===== src/rtl/mlsu_seq_info_buf.sv =====
// Sequential-side meta-info buffer for the matrix load/store unit.
// Queues matrix meta-info entries and expands the head entry into one
// row request per row, with a stride-accumulated start address.
module mlsu_seq_info_buf #(
  parameter int Depth     = 4,
  parameter int AddrWidth = 64,
  parameter int RowWidth  = 16,
  parameter int LenWidth  = 16
) (
  input  logic                       clk_i,
  input  logic                       rst_ni,
  input  logic                       meta_valid_i,
  output logic                       meta_ready_o,
  input  logic [AddrWidth-1:0]       meta_base_i,
  input  logic [AddrWidth-1:0]       meta_stride_i,
  input  logic [RowWidth-1:0]        meta_rows_i,
  input  logic [LenWidth-1:0]        meta_row_bytes_i,
  input  logic                       meta_store_i,
  output logic                       req_valid_o,
  input  logic                       req_ready_i,
  output logic [AddrWidth-1:0]       req_addr_o,
  output logic [LenWidth-1:0]        req_bytes_o,
  output logic                       req_store_o,
  output logic                       req_last_o,
  output logic                       busy_o,
  output logic [$clog2(Depth):0]     count_o
);

  localparam int PtrW = $clog2(Depth);
  localparam int CntW = PtrW + 1;

  typedef struct packed {
    logic [AddrWidth-1:0] base;
    logic [AddrWidth-1:0] stride;
    logic [RowWidth-1:0]  rows;
    logic [LenWidth-1:0]  bytes;
    logic                 store;
  } entry_t;

  typedef enum logic {EMPTY, ACTIVE} state_e;

  entry_t               mem_q [Depth];
  entry_t               head;
  state_e               state_q;
  logic [PtrW-1:0]      wptr_q, rptr_q;
  logic [CntW-1:0]      count_q;
  logic [RowWidth-1:0]  row_q;
  logic [AddrWidth-1:0] addr_q;
  logic                 push, pop, fire;

  // Head decode: outputs come only from registered state, never from meta_*.
  assign head         = mem_q[rptr_q];
  assign busy_o       = (state_q == ACTIVE);
  assign count_o      = count_q;
  assign meta_ready_o = (count_q < CntW'(Depth));
  assign push         = meta_valid_i && meta_ready_o;
  assign req_valid_o  = busy_o && (head.rows != '0);
  assign req_addr_o   = (row_q == '0) ? head.base : addr_q;
  assign req_bytes_o  = head.bytes;
  assign req_store_o  = head.store;
  // With rows==0 the subtraction wraps to all-ones, so last never fires.
  assign req_last_o   = (row_q == head.rows - RowWidth'(1));
  assign fire         = req_valid_o && req_ready_i;
  // Zero-row heads retire silently in the cycle they reach the head.
  assign pop          = busy_o && ((head.rows == '0) || (fire && req_last_o));

  // Entry storage; cleared on reset so idle outputs read as zero.
  always_ff @(posedge clk_i or negedge rst_ni) begin
    if (!rst_ni) begin
      for (int i = 0; i < Depth; i++) mem_q[i] <= '0;
    end else if (push) begin
      mem_q[wptr_q] <= '{base:   meta_base_i,   stride: meta_stride_i,
                         rows:   meta_rows_i,   bytes:  meta_row_bytes_i,
                         store:  meta_store_i};
    end
  end

  // Occupancy FSM with pointers and count; pointers wrap at Depth.
  always_ff @(posedge clk_i or negedge rst_ni) begin
    if (!rst_ni) begin
      state_q <= EMPTY;
      wptr_q  <= '0;
      rptr_q  <= '0;
      count_q <= '0;
    end else begin
      if (push) wptr_q <= wptr_q + PtrW'(1);
      if (pop)  rptr_q <= rptr_q + PtrW'(1);
      case ({push, pop})
        2'b10:   count_q <= count_q + CntW'(1);
        2'b01:   count_q <= count_q - CntW'(1);
        default: count_q <= count_q;
      endcase
      case (state_q)
        EMPTY:   if (push) state_q <= ACTIVE;
        ACTIVE:  if (pop && !push && count_q == CntW'(1)) state_q <= EMPTY;
        default: state_q <= EMPTY;
      endcase
    end
  end

  // Row walker: advance row index and accumulate stride on each accepted row.
  always_ff @(posedge clk_i or negedge rst_ni) begin
    if (!rst_ni) begin
      row_q  <= '0;
      addr_q <= '0;
    end else if (fire) begin
      if (req_last_o) begin
        row_q <= '0;
      end else begin
        row_q  <= row_q + RowWidth'(1);
        addr_q <= req_addr_o + head.stride;
      end
    end
  end

endmodule

===== config.mk =====
export PLATFORM = sky130hd
export DESIGN_NAME = mlsu_seq_info_buf
export DESIGN_NICKNAME = d
export VERILOG_FILES = /design/src/rtl/mlsu_seq_info_buf.sv
export SDC_FILE = /design/constraint.sdc
export NUM_CORES = 1
export LEC_CHECK = 0
export CAP_MARGIN = 20
export CORE_MARGIN = 1.5
export CORE_UTILIZATION = 54
export CTS_BUF_LIST = sky130_fd_sc_hd__clkbuf_16
export DETAILED_ROUTE_END_ITERATION = 8
export GPL_ROUTABILITY_DRIVEN = 0
export PLACE_DENSITY = 0.73
export SYNTH_ARGS = -nofsm -noshare
export SYNTH_HDL_FRONTEND = slang
export SYNTH_SLANG_ARGS = --single-unit

===== constraint.sdc =====
create_clock -name clk_i -period 6 [get_ports clk_i]
set_input_delay 1.2 -clock clk_i [delete_from_list [all_inputs] [get_ports clk_i]]
set_output_delay 1.2 -clock clk_i [all_outputs]
set_load 0.02 [all_outputs]

==> flow_summary_export.csv, run 1 <==
group,metric,value,unit
global_routing,grt_pass1_wl,141000,µm
drt,vias,23300,
timing,slew_violations,0,
logic_synthesis,yosys-top-cells-count,"732 x dfrtp_1, 712 x mux2_2, 161 x mux4_2",
worst_hold_path,hold_path_end,"addr_q[50]$_DFFE_PN0P_",
pwr,pwr_density_cell,661,nW/µm²
logic_synthesis,seq_area_frac_synth,50.5,%
critical_path,r2r-start,"rptr_q[0]$_DFFE_PN0P_",
pwr,power.net_switching,10600,µW
clock_network,clkTransAtPathRegs,0.06,ns
worst_hold_path,min_path_cells,2,
logic_synthesis,synth_edf_count,0,
logic_synthesis,netlist_top_cells_area,"dfrtp_1 51%, mux2_2 22%, mux4_2 10%, ha_1 2.6%, nand2_1 1.5%",
place,placed_cells_incl_taps,3652,
drt,ant_nets,0,
floorplan,coreArea,66100,µm²
clock_network,cts_tree,"yes",
global_routing,grt_pass1_vias,25000,
critical_path,r2r_setup_slack,0.43,ns
timing,timing.final.hold_violations,0,
clock_network,cts_inserted_buffers,79,
logic_synthesis,async_reset_ff_share,100,%
logic_synthesis,synth_top_area_share,50.5,%
pwr,p_int,17300,µW
critical_path,crit_chain,"buf_12 -> mux4_2 -> nor2_2 -> and3_1 -> nand3_1 -> or4bb_1 -> a21oi_4 -> nand2_1 -> inv_1 -> clkdlybuf4s50_1",
pwr,p_clk_share,17.0,%
pwr,comb_power_share,51.8,%
final_layout,n_fill_cell,4893,
floorplan,start_util,54.8,%
critical_path,path_max_fanout,10,
floorplan,rows,94,
place,port_buffers,252,
logic_synthesis,synth.most_common_cell,"dfrtp_1",
drt,dr.pass1.iters,7,
pwr,seq_power_share,31.2,%
final_layout,syn_to_final_growth,16.6,%
floorplan,ios,253,
critical_path,cpPeakStageDelay,0.64,ns
final_layout,final_cell_count_no_fill,3806,
logic_synthesis,synth_warnings,0,
pwr,p_leak,0.0182,µW
timing,period_needed,5.80,ns
logic_synthesis,yosys.area.top_type,"dfrtp_1",
worst_hold_path,min-delay-start,"addr_q[50]$_DFFE_PN0P_",
global_routing,grt.overflow.total,0,
pwr,irDropWorstVdd,0.377,mV
final_layout,final_layout_size_suffix_gt1_share,35.8,%
final_layout,final_util,63.9,%
critical_path,arrival,4.60,ns
logic_synthesis,syn_area,36300,µm²
timing,slew_headroom,34.9,%
timing,finalSetupViolations,0,
timing,fin_crit_sh,96.7,%
clock_network,h-tree-depth,3,
critical_path,crit_type,"register to output pin",
clock_network,root_buffer,"clkbuf_16",
critical_path,r2r_cells,15,
logic_synthesis,synth_seq_cells,732,
logic_synthesis,synth-main-ff-cell,"dfrtp_1",
global_routing,grt_usage,26.4,%
drt,drt_wl_total,89200,µm
logic_synthesis,postSynthAreaPerCell,13.7,µm²
timing,maxClockFrequency,172,MHz
drt,drt-vias-per-instance,6.11,
global_routing,grt_max_degree,134,
floorplan,fp.dieW,262,µm
floorplan,die_height,262,µm
critical_path,cp.required,4.80,ns
clock_network,insertion_delay,0.62,ns
timing,worst_pin_slew,0.977,ns
critical_path,r2r_end,"addr_q[63]$_DFFE_PN0P_",
worst_hold_path,min_path_type,"register to register",
critical_path,cp_slowest_cell,"clkdlybuf4s50_1",
place,dp_hpwl,58600,µm
drt,wl_per_cell,23.4,µm
global_routing,antenna_found_initial,9,
clock_network,cts_sinks,732,
run_status,status,"completed",
drt,route.detailed.drc,0,
final_layout,layout.nets,3117,
drt,drtIter0Drc,1424,
critical_path,start_kind,"register",
critical_path,endpoint_kind,"output pin",
pwr,switching_share,38.1,%
logic_synthesis,syn_inst,2646,
floorplan,dieArea,68700,µm²
job,cap_violations,0,
timing,clock_skew,0.0262,ns
logic_synthesis,yosysUniqueCellTypes,68,
logic_synthesis,synthesis.nets,2886,
clock_network,cts_buffer_depth,3,
clock_network,cts_hold_buffers,0,
## final cells by class
class	instances	area [µm²]	area share, %
sequential	732	18300	43.4
multi-input combinational	1723	17200	40.6
timing repair buffer	294	2980	7.06
clock buffer	83	2080	4.91
tap	864	1080	2.56
clock inverter	58	429	1.02
inverter	47	176	0.417
antenna	5	12.5	0.0296
## registers in the layout, indices dropped and copies added (netlist names)
| name | cells |
|---|---|
| mem_q | 644 |
| addr_q | 64 |
| row_q | 16 |
| count_o | 3 |
| rptr_q | 2 |
| wptr_q | 2 |
| busy_o | 1 |
## cell families after synthesis
group / count (synthesis) / synth area share, %
compound gates: 358 / 6.27
xor+xnor: 71 / 1.72
fa+ha+maj: 75 / 2.61
buf+inv: 191 / 2.18
flops: 732 / 50.5
mux: 878 / 32.3
simple gates: 341 / 4.44
## worst max-delay path by stage
stage | start | slack (ns) | to | cells after the start
2_1_floorplan | rptr_q[0]$_DFFE_PN0P_ | 1.04 | addr_q[63]$_DFFE_PN0P_ | 17
4_1_cts | rptr_q[0]$_DFFE_PN0P_ | 0.04 | req_last_o | 9
3_5_place_dp | rptr_q[0]$_DFFE_PN0P_ | 0.34 | addr_q[56]$_DFFE_PN0P_ | 13
3_3_place_gp | rptr_q[0]$_DFFE_PN0P_ | 0.40 | addr_q[56]$_DFFE_PN0P_ | 13
6_report | rptr_q[0]$_DFFE_PN0P_ | 0.20 | req_last_o | 10
5_1_grt | rptr_q[0]$_DFFE_PN0P_ | -0.02 | req_last_o | 10
## repair_timing
action | 4_1_cts | 5_1_grt
gates cloned | 0 | 0
resized for setup | 0 | 3
pin swaps | 0 | 1
setup endpoints to repair | 1 | 4
buffers inserted | 1 | 7
## cells in the final DEF (no fill, tap or decap), types with 18 or more instances in the layout
cell	count
inv_1	64
o31ai_1	23
xor2_1	29
nand2_1	144
ha_1	74
a21o_1	24
mux4_2	161
nor3_1	25
a21oi_1	91
mux2_2	712
xnor2_1	42
clkinv_2	18
clkbuf_16	83
o21ai_1	22
nor2_1	51
buf_4	30
o21ai_0	90
nand3_1	36
clkdlybuf4s50_1	251
dfrtp_1	730
## worst max-delay path, delay by kind of cell, from the launching register on
kind / cells / cell delay, ns
and+or+nand+nor: 5 / 1.65
buffers and inverters: 3 / 0.93
muxes: 1 / 0.58
DFF: 1 / 0.51
AOI/OAI and AO/OA: 1 / 0.32
## layer usage
metal | vias up | GRT usage, % | routed length (µm)
met4 | 8 | 8.21 | 2250
li1 | 10300 | - | -
met3 | 147 | 4.96 | 4670
met1 | 12200 | 35.0 | 37900
met5 | - | 0 | 52
met2 | 575 | 44.2 | 44300
## power by group through the flow
stage	clock [µW]	sequential, µW	combinational, µW
final	4740	8710	14500
after global routing	5040	9010	15600
after CTS	4840	8720	14400
after detailed placement	0	8810	14200
after global placement	0	8550	13900
after floorplan	0	8240	10700
## through the flow
step / hold slack (ns) / total power, µW / TNS [ns] / instance area, µm² / worst slack [ns]
2_1_floorplan: 0.442 / 18900 / 0 / 36300 / 1.04
3_3_place_gp: 0.457 / 22400 / 0 / 39700 / 0.403
3_5_place_dp: 0.460 / 23000 / 0 / 39700 / 0.335
4_1_cts: 0.475 / 27900 / 0 / 42200 / 0.0449
5_1_grt: 0.493 / 29700 / -0.0241 / 42300 / -0.0241
6_report: 0.478 / 27900 / 0 / 42300 / 0.198
No activity file was read; power rests on OpenSTA's default activity.
==> run 2, diff against run 1 <==
- ABC_CLOCK_PERIOD_IN_PS: unset -> 6000
==> results of run 2 <==
No change in the layout: final DEF, timing and power equal those of run 1.
==> run 3, diff against run 2 <==
- PLACE_DENSITY: 0.73 -> 0.82
==> run 3 against run 2 <==
Effect of this change: global-route usage barely moved; cell area fell by 0.21%; critical path depth did not move; count of clock-buffer cells in the layout rose by 1; largest cell class unchanged; largest power group unchanged.
==> flow_summary_export.csv, run 3 (synthesis gave the netlist of run 1 again) <==
group,metric,value,unit
drt,drt_wl_total,89100,µm
final_layout,layout.nets,3105,
final_layout,reg_top3,"mem_q x644, addr_q x64, row_q x16",
timing,maxClockFrequency,172,MHz
global_routing,grt_pass1_wl,141000,µm
timing,slew_headroom,30.0,%
clock_network,cts_inserted_buffers,79,
critical_path,path_buf_inv,3,
timing,period_needed,5.80,ns
run_status,status,"completed",
critical_path,start_kind,"register",
timing,finalSetupViolations,0,
timing,timing.final.hold_violations,0,
clock_network,cts_tree,"yes",
critical_path,crit_family,"simple AND/OR/NAND/NOR gates",
timing,grt_setup_unrepaired,"false",
critical_path,arrival,4.60,ns
drt,wl_per_cell,23.4,µm
drt,routed-wl-met2,44900,µm
floorplan,dieArea,68700,µm²
place,port_buffers,252,
floorplan,rows,94,
critical_path,crit_chain,"buf_16 -> mux4_2 -> or3_1 -> a211o_1 -> nor4_1 -> o2111ai_1 -> a211oi_2 -> nand2_2 -> inv_1 -> clkdlybuf4s50_1",
timing,worst_pin_slew,1.05,ns
critical_path,endpoint,"req_last_o",
drt,drtIter0Drc,1481,
drt,top_layer,"met5",
clock_network,cts_sinks,732,
critical_path,critPathLaunch,"rptr_q[0]$_DFFE_PN0P_",
worst_hold_path,min_path_type,"register to register",
final_layout,final_layout_size_suffix_gt1_share,35.4,%
global_routing,antenna_found_initial,11,
final_layout,layout_common_cells,"730 x dfrtp_1, 712 x mux2_2, 251 x clkdlybuf4s50_1, 161 x mux4_2, 143 x nand2_1",
critical_path,r2r_cells,14,
global_routing,grt.overflow.total,0,
clock_network,insertion_delay,0.64,ns
global_routing,grt_pass1_vias,25100,
pwr,pwr_density_cell,658,nW/µm²
final_layout,syn_to_final_growth,16.3,%
drt,wl_met1,36300,µm
global_routing,grt_max_degree,168,
critical_path,r2r-start,"rptr_q[0]$_DFFE_PN0P_",
critical_path,path_max_fanout,11,
timing,slew_violations,0,
final_layout,final_common_cell,"dfrtp_1",
clock_network,clkTransAtPathRegs,0.06,ns
final_layout,largest_reg_flops,644,
drt,route.detailed.drc,0,
global_routing,grt_usage,26.4,%
critical_path,crit_type,"register to output pin",
pwr,irDropWorstVdd,0.350,mV
floorplan,start_util,54.8,%
critical_path,r2r_setup_slack,0.54,ns
timing,fin_crit_sh,96.6,%
drt,ant_nets,0,
critical_path,r2r_end,"addr_q[62]$_DFFE_PN0P_",
place,dp_hpwl,59000,µm
clock_network,root_buffer,"clkbuf_16",
pwr,p_leak,0.0181,µW
drt,met3_length,5030,µm
critical_path,cp.required,4.80,ns
floorplan,fp.dieW,262,µm
critical_path,endpoint_kind,"output pin",
clock_network,cts_buffer_depth,3,
clock_network,cts_hold_buffers,0,
clock_network,h-tree-depth,3,
timing,hold_ws,0.477,ns
timing,clock_skew,0.0294,ns
job,cap_violations,0,
floorplan,ios,253,
critical_path,critical_path_cell_count,10,
drt,drt-vias-per-instance,6.17,
floorplan,die_height,262,µm
critical_path,cpPeakStageDelay,0.62,ns
timing,setup_tns,0,ns
drt,vias,23400,
floorplan,coreArea,66100,µm²
final_layout,top_register,"mem_q",
drt,dr.pass1.iters,5,
critical_path,cp_slowest_cell,"dfrtp_4",
-- run 3: changes by cell type in the layout (fill, tap and decap cells not counted), moves of 2 or more --
cell	change
buf_4	-16
buf_12	+4
bufinv_16	-4
clkinv_2	+2
inv_6	-2
clkinv_1	+6
-- run 3: worst min path at each step --
stage                           start                      to  slack, ns  depth (start not counted)
6_report       addr_q[38]$_DFFE_PN0P_  addr_q[38]$_DFFE_PN0P_       0.48                          2
5_1_grt        addr_q[61]$_DFFE_PN0P_  addr_q[61]$_DFFE_PN0P_       0.50                          2
4_1_cts        addr_q[38]$_DFFE_PN0P_  addr_q[38]$_DFFE_PN0P_       0.48                          2
3_5_place_dp   addr_q[38]$_DFFE_PN0P_  addr_q[38]$_DFFE_PN0P_       0.47                          2
3_3_place_gp   addr_q[11]$_DFFE_PN0P_  addr_q[11]$_DFFE_PN0P_       0.46                          2
2_1_floorplan  addr_q[11]$_DFFE_PN0P_  addr_q[11]$_DFFE_PN0P_       0.44                          2
-- run 3: metrics by stage --
step | utilization, % | instances | total power (µW) | worst slack (ns) | cell area [µm²]
finish | 63.8 | 3798 | 27700 | 0.202 | 42200
global placement | 60.0 | 3647 | 22300 | 0.675 | 39700
global route | 63.8 | 3797 | 29500 | 0.0139 | 42200
CTS | 63.8 | 3792 | 27700 | 0.130 | 42200
detailed placement | 60.0 | 3647 | 23000 | 0.633 | 39700
floorplan | - | 2646 | 18900 | 1.04 | 36300
-- run 3: worst register-to-register path, stage by stage, from the launching register on --
cell       delay [ns]
dfrtp_4          0.62
buf_16           0.21
buf_12           0.36
mux4_2           0.57
mux2_2           0.30
ha_1             0.40
nand2_1          0.22
o21ai_0          0.34
nor2_1           0.12
a31oi_1          0.38
o2111ai_1        0.40
a211oi_1         0.69
o21ai_0          0.31
a21o_1           0.24
a31o_2           0.22
-- run 3: metal layers --
metal	vias to the layer above	GRT usage, %
met3	183	5.52
li1	10300	-
met1	12200	34.0
met5	-	0
met2	704	44.9
met4	12	8.37
-- run 3: cell type report --
type | instances | area, µm²
antenna | 6 | 15.0
clock buffer | 84 | 2100
clock inverter | 60 | 335
fill | 4715 | 23900
inverter | 47 | 176
multi-input combinational | 1723 | 17200
sequential | 732 | 18300
tap | 864 | 1080
timing repair buffer | 282 | 2960
-- run 3: timing repair --
item,4_1_cts,5_1_grt
resized for setup,0,1
buffers inserted,1,0
endpoints found under the setup margin,1,1
hold endpoints to repair,0,0
-- run 3: power breakdown --
part	internal [µW]	switching (µW)	total, µW
combinational	7100	7290	14400
clock	2610	1980	4590
sequential	7430	1340	8770
total	17100	10600	27700
